--- src/rtl/lite_reg_responder_if.sv ---
// Lite register bus between a host-side master and the accelerator register block.
interface lite_reg_responder_if;
    logic        user_wren;
    logic [3:0]  user_wstrb;
    logic        user_rden;
    logic [31:0] user_addr;
    logic [31:0] user_wr_data;
    logic [31:0] user_rd_data;
    logic        user_irq;

    modport master (
        output user_wren, user_wstrb, user_rden, user_addr, user_wr_data,
        input  user_rd_data, user_irq
    );

    modport slave (
        input  user_wren, user_wstrb, user_rden, user_addr, user_wr_data,
        output user_rd_data, user_irq
    );
endinterface

--- src/rtl/lite_reg_responder.sv ---
// Register block that launches one accelerator run per START, times it in CYCLES
// and raises a level interrupt on completion.
module lite_reg_responder #(
    parameter logic [31:0] VERSION = 32'h0001_0000
) (
    input  logic                  bus_clk,
    input  logic                  bus_rst_n,
    lite_reg_responder_if.slave   bus,
    output logic                  acc_start,
    input  logic                  acc_done
);

    typedef enum logic [1:0] {IDLE, BUSY, DONE} state_t;

    state_t      state;
    logic        irq_en;
    logic        irq_pend;
    logic        overrun;
    logic [31:0] cycles;
    logic [31:0] scratch;
    logic [31:0] rd_mux;

    logic wr_ctrl, wr_ack, wr_scratch, start_req, soft_clr;
    logic unused_addr_bits;

    function automatic logic [31:0] sat_inc(input logic [31:0] v);
        return (v == 32'hFFFF_FFFF) ? v : v + 32'd1;
    endfunction

    assign wr_ctrl    = bus.user_wren && (bus.user_addr[4:2] == 3'd0) && bus.user_wstrb[0];
    assign wr_ack     = bus.user_wren && (bus.user_addr[4:2] == 3'd2) && bus.user_wstrb[0];
    assign wr_scratch = bus.user_wren && (bus.user_addr[4:2] == 3'd4);
    assign start_req  = wr_ctrl && bus.user_wr_data[0];
    assign soft_clr   = wr_ctrl && bus.user_wr_data[2];

    assign unused_addr_bits = ^{bus.user_addr[31:5], bus.user_addr[1:0]};

    // Read mux sees pre-write state, so a same-cycle write never leaks into the read.
    always_comb begin
        rd_mux = '0;
        case (bus.user_addr[4:2])
            3'd0:    rd_mux = {30'd0, irq_en, 1'b0};
            3'd1:    rd_mux = {28'd0, overrun, irq_pend, state == DONE, state == BUSY};
            3'd3:    rd_mux = cycles;
            3'd4:    rd_mux = scratch;
            3'd5:    rd_mux = VERSION;
            default: rd_mux = '0;
        endcase
    end

    always_ff @(posedge bus_clk) begin
        if (!bus_rst_n) begin
            state            <= IDLE;
            irq_en           <= 1'b0;
            irq_pend         <= 1'b0;
            overrun          <= 1'b0;
            cycles           <= '0;
            scratch          <= '0;
            acc_start        <= 1'b0;
            bus.user_rd_data <= '0;
            bus.user_irq     <= 1'b0;
        end else begin
            acc_start    <= 1'b0;
            bus.user_irq <= irq_pend & irq_en;
            if (bus.user_rden)
                bus.user_rd_data <= rd_mux;
            if (wr_ctrl)
                irq_en <= bus.user_wr_data[1];
            for (int i = 0; i < 4; i++)
                if (wr_scratch && bus.user_wstrb[i])
                    scratch[8*i +: 8] <= bus.user_wr_data[8*i +: 8];

            if (soft_clr) begin
                state    <= IDLE;
                irq_pend <= 1'b0;
                overrun  <= 1'b0;
                cycles   <= '0;
            end else begin
                if (wr_ack && bus.user_wr_data[0])
                    irq_pend <= 1'b0;
                if (wr_ack && bus.user_wr_data[3])
                    overrun <= 1'b0;
                // Sets below are placed after the acks so a same-cycle event wins.
                case (state)
                    IDLE, DONE: begin
                        if (start_req) begin
                            state     <= BUSY;
                            cycles    <= '0;
                            acc_start <= 1'b1;
                        end
                    end
                    BUSY: begin
                        cycles <= sat_inc(cycles);
                        if (start_req)
                            overrun <= 1'b1;
                        if (acc_done) begin
                            state    <= DONE;
                            irq_pend <= 1'b1;
                        end
                    end
                    default: state <= IDLE;
                endcase
            end
        end
    end

endmodule
--- src/flat_wrapper.sv ---
// flat-port wrapper written by rule: the top's interface ports become plain ports
module lite_reg_responder_flat 
#(
    parameter logic [31:0] VERSION = 32'h0001_0000
)
  (bus_clk, bus_rst_n, acc_start, acc_done, bus_user_wren, bus_user_wstrb, bus_user_rden, bus_user_addr, bus_user_wr_data, bus_user_rd_data, bus_user_irq);
  lite_reg_responder_if bus_i ();
  input  logic bus_clk;
  input  logic bus_rst_n;
  output logic acc_start;
  input  logic acc_done;
  input wire logic [$bits(bus_i.user_wren)-1:0] bus_user_wren;
  input wire logic [$bits(bus_i.user_wstrb)-1:0] bus_user_wstrb;
  input wire logic [$bits(bus_i.user_rden)-1:0] bus_user_rden;
  input wire logic [$bits(bus_i.user_addr)-1:0] bus_user_addr;
  input wire logic [$bits(bus_i.user_wr_data)-1:0] bus_user_wr_data;
  output wire logic [$bits(bus_i.user_rd_data)-1:0] bus_user_rd_data;
  output wire logic [$bits(bus_i.user_irq)-1:0] bus_user_irq;
  assign bus_i.user_wren = bus_user_wren;
  assign bus_i.user_wstrb = bus_user_wstrb;
  assign bus_i.user_rden = bus_user_rden;
  assign bus_i.user_addr = bus_user_addr;
  assign bus_i.user_wr_data = bus_user_wr_data;
  assign bus_user_rd_data = bus_i.user_rd_data;
  assign bus_user_irq = bus_i.user_irq;
  lite_reg_responder #(.VERSION(VERSION)) u_core (.bus_clk(bus_clk), .bus_rst_n(bus_rst_n), .bus(bus_i), .acc_start(acc_start), .acc_done(acc_done));
endmodule
--- config.mk ---
export PLATFORM = sky130hd
export DESIGN_NAME = lite_reg_responder_flat
export DESIGN_NICKNAME = d
export VERILOG_FILES = /design/src/rtl/lite_reg_responder_if.sv /design/src/rtl/lite_reg_responder.sv /design/src/flat_wrapper.sv
export SDC_FILE = /design/constraint.sdc
export NUM_CORES = 1
export LEC_CHECK = 0
export ABC_AREA = 1
export CORE_UTILIZATION = 51
export DETAILED_ROUTE_END_ITERATION = 12
export PLACE_DENSITY = 0.88
export SLEW_MARGIN = 20
export SYNTH_ARGS = -nofsm -noshare
export SYNTH_HDL_FRONTEND = slang
export SYNTH_SLANG_ARGS = --single-unit
--- constraint.sdc ---
create_clock -name bus_clk -period 2.21 [get_ports bus_clk]
set_clock_uncertainty 0.1 [all_clocks]
set_input_delay 0.442 -clock bus_clk [delete_from_list [all_inputs] [get_ports bus_clk]]
set_output_delay 0.442 -clock bus_clk [all_outputs]
set_load 0.01 [all_outputs]
# After elaboration in Yosys (flattened, before gate mapping)
# Index checks and enable logic that the tools add are counted.
[word_totals]
ff_bits = 103
input_bits = 73
output_inout_bits = 34
[op_classes]
addsub = 1
n_eq_ne = 11
mux = 14
bitwise_logic = 3
n_reduce_logical = 21
[ops]
columns = ["op", "n"]
rows = [
  ["$pmux W32 S5", 1],
  ["$mux W32", 2],
  ["$pmux W32 S2", 1],
  ["$add A32 B1 Y32 const B", 1],
  ["$eq A32 B32 Y1 const B", 1],
  ["$logic_and A1 B1 Y1", 13],
  ["$mux W1", 7],
  ["$eq A3 B2 Y1 const B", 2],
  ["$eq A3 B3 Y1 const B", 2],
  ["$mux W2", 2],
  ["$ne A2 B2 Y1 const B", 2],
  ["$pmux W2 S2", 1],
  ["$reduce_or A2 Y1", 2],
  ["$eq A3 B1 Y1 const B", 1],
  ["$logic_not A3 Y1", 1],
  ["$reduce_and A3 Y1", 1],
  ["$reduce_or A3 Y1", 1],
  ["$eq A2 B1 Y1 const B", 1],
  ["$eq A2 B2 Y1 const B", 1],
  ["$logic_not A2 Y1", 1],
  ["$ne A2 B1 Y1 const B", 1],
  ["$not A1 Y1", 2],
  ["$reduce_and A2 Y1", 1],
  ["$reduce_bool A2 Y1", 1],
  ["$and A1 B1 Y1", 1],
]

# Logic depth before layout (Yosys ltp)
[depth]
ltp_word = 7
depth_mapped = 12
ltp_nobuf = 11

# Worst setup path before layout
# OpenSTA, ideal clock, no wires.
[synth_timing]
kind = "flip-flop to flip-flop"
from = "register u_core.cycles[0]"
to = "register u_core.cycles[17]"
setup_time_ps = 114
t_arrival_ps = 1560
required_ps = 1996
setup_slack_ps = 436
path_stages_with_launch = 12
path_buffers = 1
path_cell_list = "dfxtp_1 ha_1 nand2_2 nor2_4 nand2_4 nor2_4 nand2_2 nand2_4 nand2_4 buf_6 a21oi_1 nor2_1"
[synth_via]
elab_chain_cells = 3
word_cells_on_any_way = 6
cone_classes = "add/sub: 1; eq/ne: 2; mux: 2; reduce/logical: 1"
[synth_rtl]
columns = ["item", "line", "source"]
rows = [
  ["start, declared", "lite_reg_responder.sv:19", "logic [31:0] cycles;"],
  ["start signal, assigned", "lite_reg_responder.sv:93", "cycles <= sat_inc(cycles);"],
  ["$add A32 B1 Y32 / $eq A32 B32 Y1 (equally long branches)", "lite_reg_responder.sv:27", "return (v == 32'hFFFF_FFFF) ? v : v + 32'd1;"],
  ["$mux W32 / $ne A2 B2 Y1 (equally long branches)", "-", ""],
  ["$pmux W32 S2 / $reduce_and A3 Y1 (equally long branches)", "-", ""],
]
# Several ways; a longest one is shown, not always the timed one. The select of a mux whose other input is x is not followed.
# A chain may end at the register's enable or synchronous reset.

# Final worst setup path
[layout_timing]
from = "register u_core.cycles[3]"
to = "register u_core.cycles[17]"
# Same word-level chain as after synthesis.

==> summary.txt <==
Setup path
  – WS Path Type: reg2reg
  – CP Capture Type: flop
  – Worst-path maximum fanout: 6
  – CP arrival: ~2.2 ns
  – CP Data Required Time: 2.39 ns
  – Startpoint class of the critical path: flop

Synth
  – Synthesized area per cell: ~6.6 um2
  – Syn Inst Count: between 700 and 800
  – Largest cells by area after synthesis: dfxtp_1 41%, nand2_1 15%, a21oi_1 9.7%
  – Share of the synthesized area in the top cell type: 0.409
  – Flop and latch count out of synthesis: just over 100
  – Post-synth top area cell: dfxtp_1
  – Post-Syn Area: about 5000 um2
  – Register area share after synthesis: 0.409
  – Synth warnings: 0
  – Syn Nets: about 840
  – Synth cell types: 28

STA
  – Finish-stage setup viols: 0
  – Min cycle time layout: about 2.0 ns
  – Max-slew headroom: 0.558
  – Fmax: 504 MHz
  – Unrepaired setup endpoints after global routing: false
  – Worst-margin pin slew: 0.662 ns
  – Setup ws final: roughly 0.22 ns
  – Fin. Hold Viols: 0
  – Slew Viols, Final: 0
  – Hold slack: roughly 0.36 ns
  – Period Utilization, post-route: 0.899

Clock network
  – Hold buffers post-CTS: 0
  – H-tree depth: 3
  – Clock Tree Buf Depth: 2
  – CTS resizes: 0
  – Later-pin clock latency in the skew report: around 0.38 ns
  – Postcts setup bufs: 0
  – CTS Buf Count: 9
  – CTS tree: done
  – CTS Root Cell: clkbuf_8
  – Reg clk slew, reported paths: ~0.1 ns
  – Clk sinks: approximately 100

Floorplanning
  – Starting Density: 0.536
  – I/O Pins: 107
  – Die X: a little over 100 um
  – Cell row count: 35
  – Die ar.: just over 10000 um2
  – Core Region: around 9400 um2
  – Die Span Y: around 100 um

GRT
  – Initial antenna violation count: 0
  – First-pass GRT wire length: ~23000 um
  – GR Overflow Total: 0
  – Largest net degree at the start of global routing: 38
  – GRT Total Usage: 0.282
  – Vias in the first global route: 5091

Final layout
  – Post-Layout Cell Count: between 900 and 1000
  – Nets: between 900 and 1000
  – Layout cell share with drive strength beyond 1: 0.0760
  – # diodes: 0
  – Final Cell Area: about 6200 um2
  – Area Overhead vs Synth: 23.8%

Place
  – Dpl ws: -0.0651 ns
  – Final HPWL DP: roughly 9900 um
  – Inst Count DP: 968
  – GP Congestion: about 0.98
  – Post-placement cell area: 6040 um2
  – Input/output buffers: 77

Flow run
  – Max-cap violation count: 0

Run status
  – Status: finished, final reports clean

Power and ir drop
  – Leak: 2.05 nW
  – Overall Power: between 3 and 4 mW
  – Power per cell area: about 540 nW/um2
  – Maximum vdd ir drop: around 260 uV

Route
  – Post-Route WL: about 14000 um
  – Initial detailed-routing violation count: about 510
  – Via count: approximately 5400
  – Post-DRT Antenna Nets: 0
  – Vias/cell: 5.48
  – Routed len/inst: 14.1 um
  – DR DRC count: 0
  – Drt first pass iters: 6

Min path
  – Hold Crit Class: reg2reg
[flip-flops by register name, indices dropped and copies added, names as in the netlist]
name,count
u_core.bus.user_irq,1
u_core.cycles,32
u_core.bus.user_rd_data,32
u_core.overrun,1
u_core.acc_start,1
u_core.state,2
u_core.irq_pend,1
u_core.scratch,32
u_core.irq_en,1
[synth_stat cells, drive strengths merged]
| library cell | number |
|---|---|
| o22ai | 23 |
| buf | 14 |
| nor3 | 7 |
| nand2 | 217 |
| dfxtp | 103 |
| a21oi | 98 |
| and2 | 1 |
| nand4 | 3 |
| nor2 | 82 |
| o211ai | 2 |
| inv | 77 |
| or2 | 1 |
| o221ai | 2 |
| nand3 | 69 |
| nand3b | 1 |
| o21ai | 46 |
| clkbuf | 21 |
| ha | 1 |
[critical path, cell delays in order, from the launching register on]
cell and delay (ns):
dfxtp_1 0.45, nand2_1 0.17, nor2_1 0.25, nand2_1 0.20, nor2_1 0.25, nand2_1 0.12, o21ai_0 0.16, nand2_1 0.07
nand2_1 0.07, nor2_1 0.05
[power by group]
part / internal (mW) / switching, mW
Clock: 0.566 / 0.685
Sequential: 1.87 / 0.00510
Combinational: 0.114 / 0.132
Total: 2.55 / 0.822
[logic make-up (layout without fill, tap and decap cells)]
kind of cell	Yosys count	count (layout)	synth area share
AND/OR/NAND/NOR	381	381	0.320
buffers and inverters	112	199	0.0903
AO/OA/AOI/OAI	171	171	0.179
flip-flops	103	103	0.409
adder cells (fa/ha/maj)	1	1	0.00248
[per-layer routing]
layer  global-route usage  wire (um)
met5                    0          0
met4                0.107        275
met3               0.0414       1080
met2                0.461       6370
met1                0.378       6110
[per-stage QoR]
stage,util,setup TNS (ns)
2_1_floorplan,-,0
3_3_place_gp,0.641,0
3_5_place_dp,0.641,-0.619
4_1_cts,0.663,0
5_1_grt,0.663,0
6_report,0.663,0
[layout by cell type (no fill, tap or decap), types with 10 or more instances in the layout]
cell type	count
a21oi_1	98
nand3_1	69
o21ai_0	44
inv_1	74
nand2_1	206
clkbuf_8	10
o22ai_1	23
buf_4	28
clkdlybuf4s50_1	77
dfxtp_1	103
nor2_1	77
[final timing paths]
path / startpoint / to / slack (ns) / cells past startpoint
setup / recovery: u_core.cycles[3] / u_core.cycles[17] / 0.22 / 9
hold / removal: u_core.scratch[19] / u_core.scratch[19] / 0.36 / 2
setup reg to reg: u_core.cycles[3] / u_core.cycles[17] / 0.22 / 9
hold reg to reg: u_core.scratch[19] / u_core.scratch[19] / 0.36 / 2
[layout make-up]
class	instances	area (um2)
clock buffer	11	141
clock inverter	5	63.8
fill	793	3170
inverter	77	289
multi-input combinational	553	2520
sequential	103	2060
tap	129	161
timing repair buffer	106	1000
Note: power is estimated with default switching activity, not from simulation.
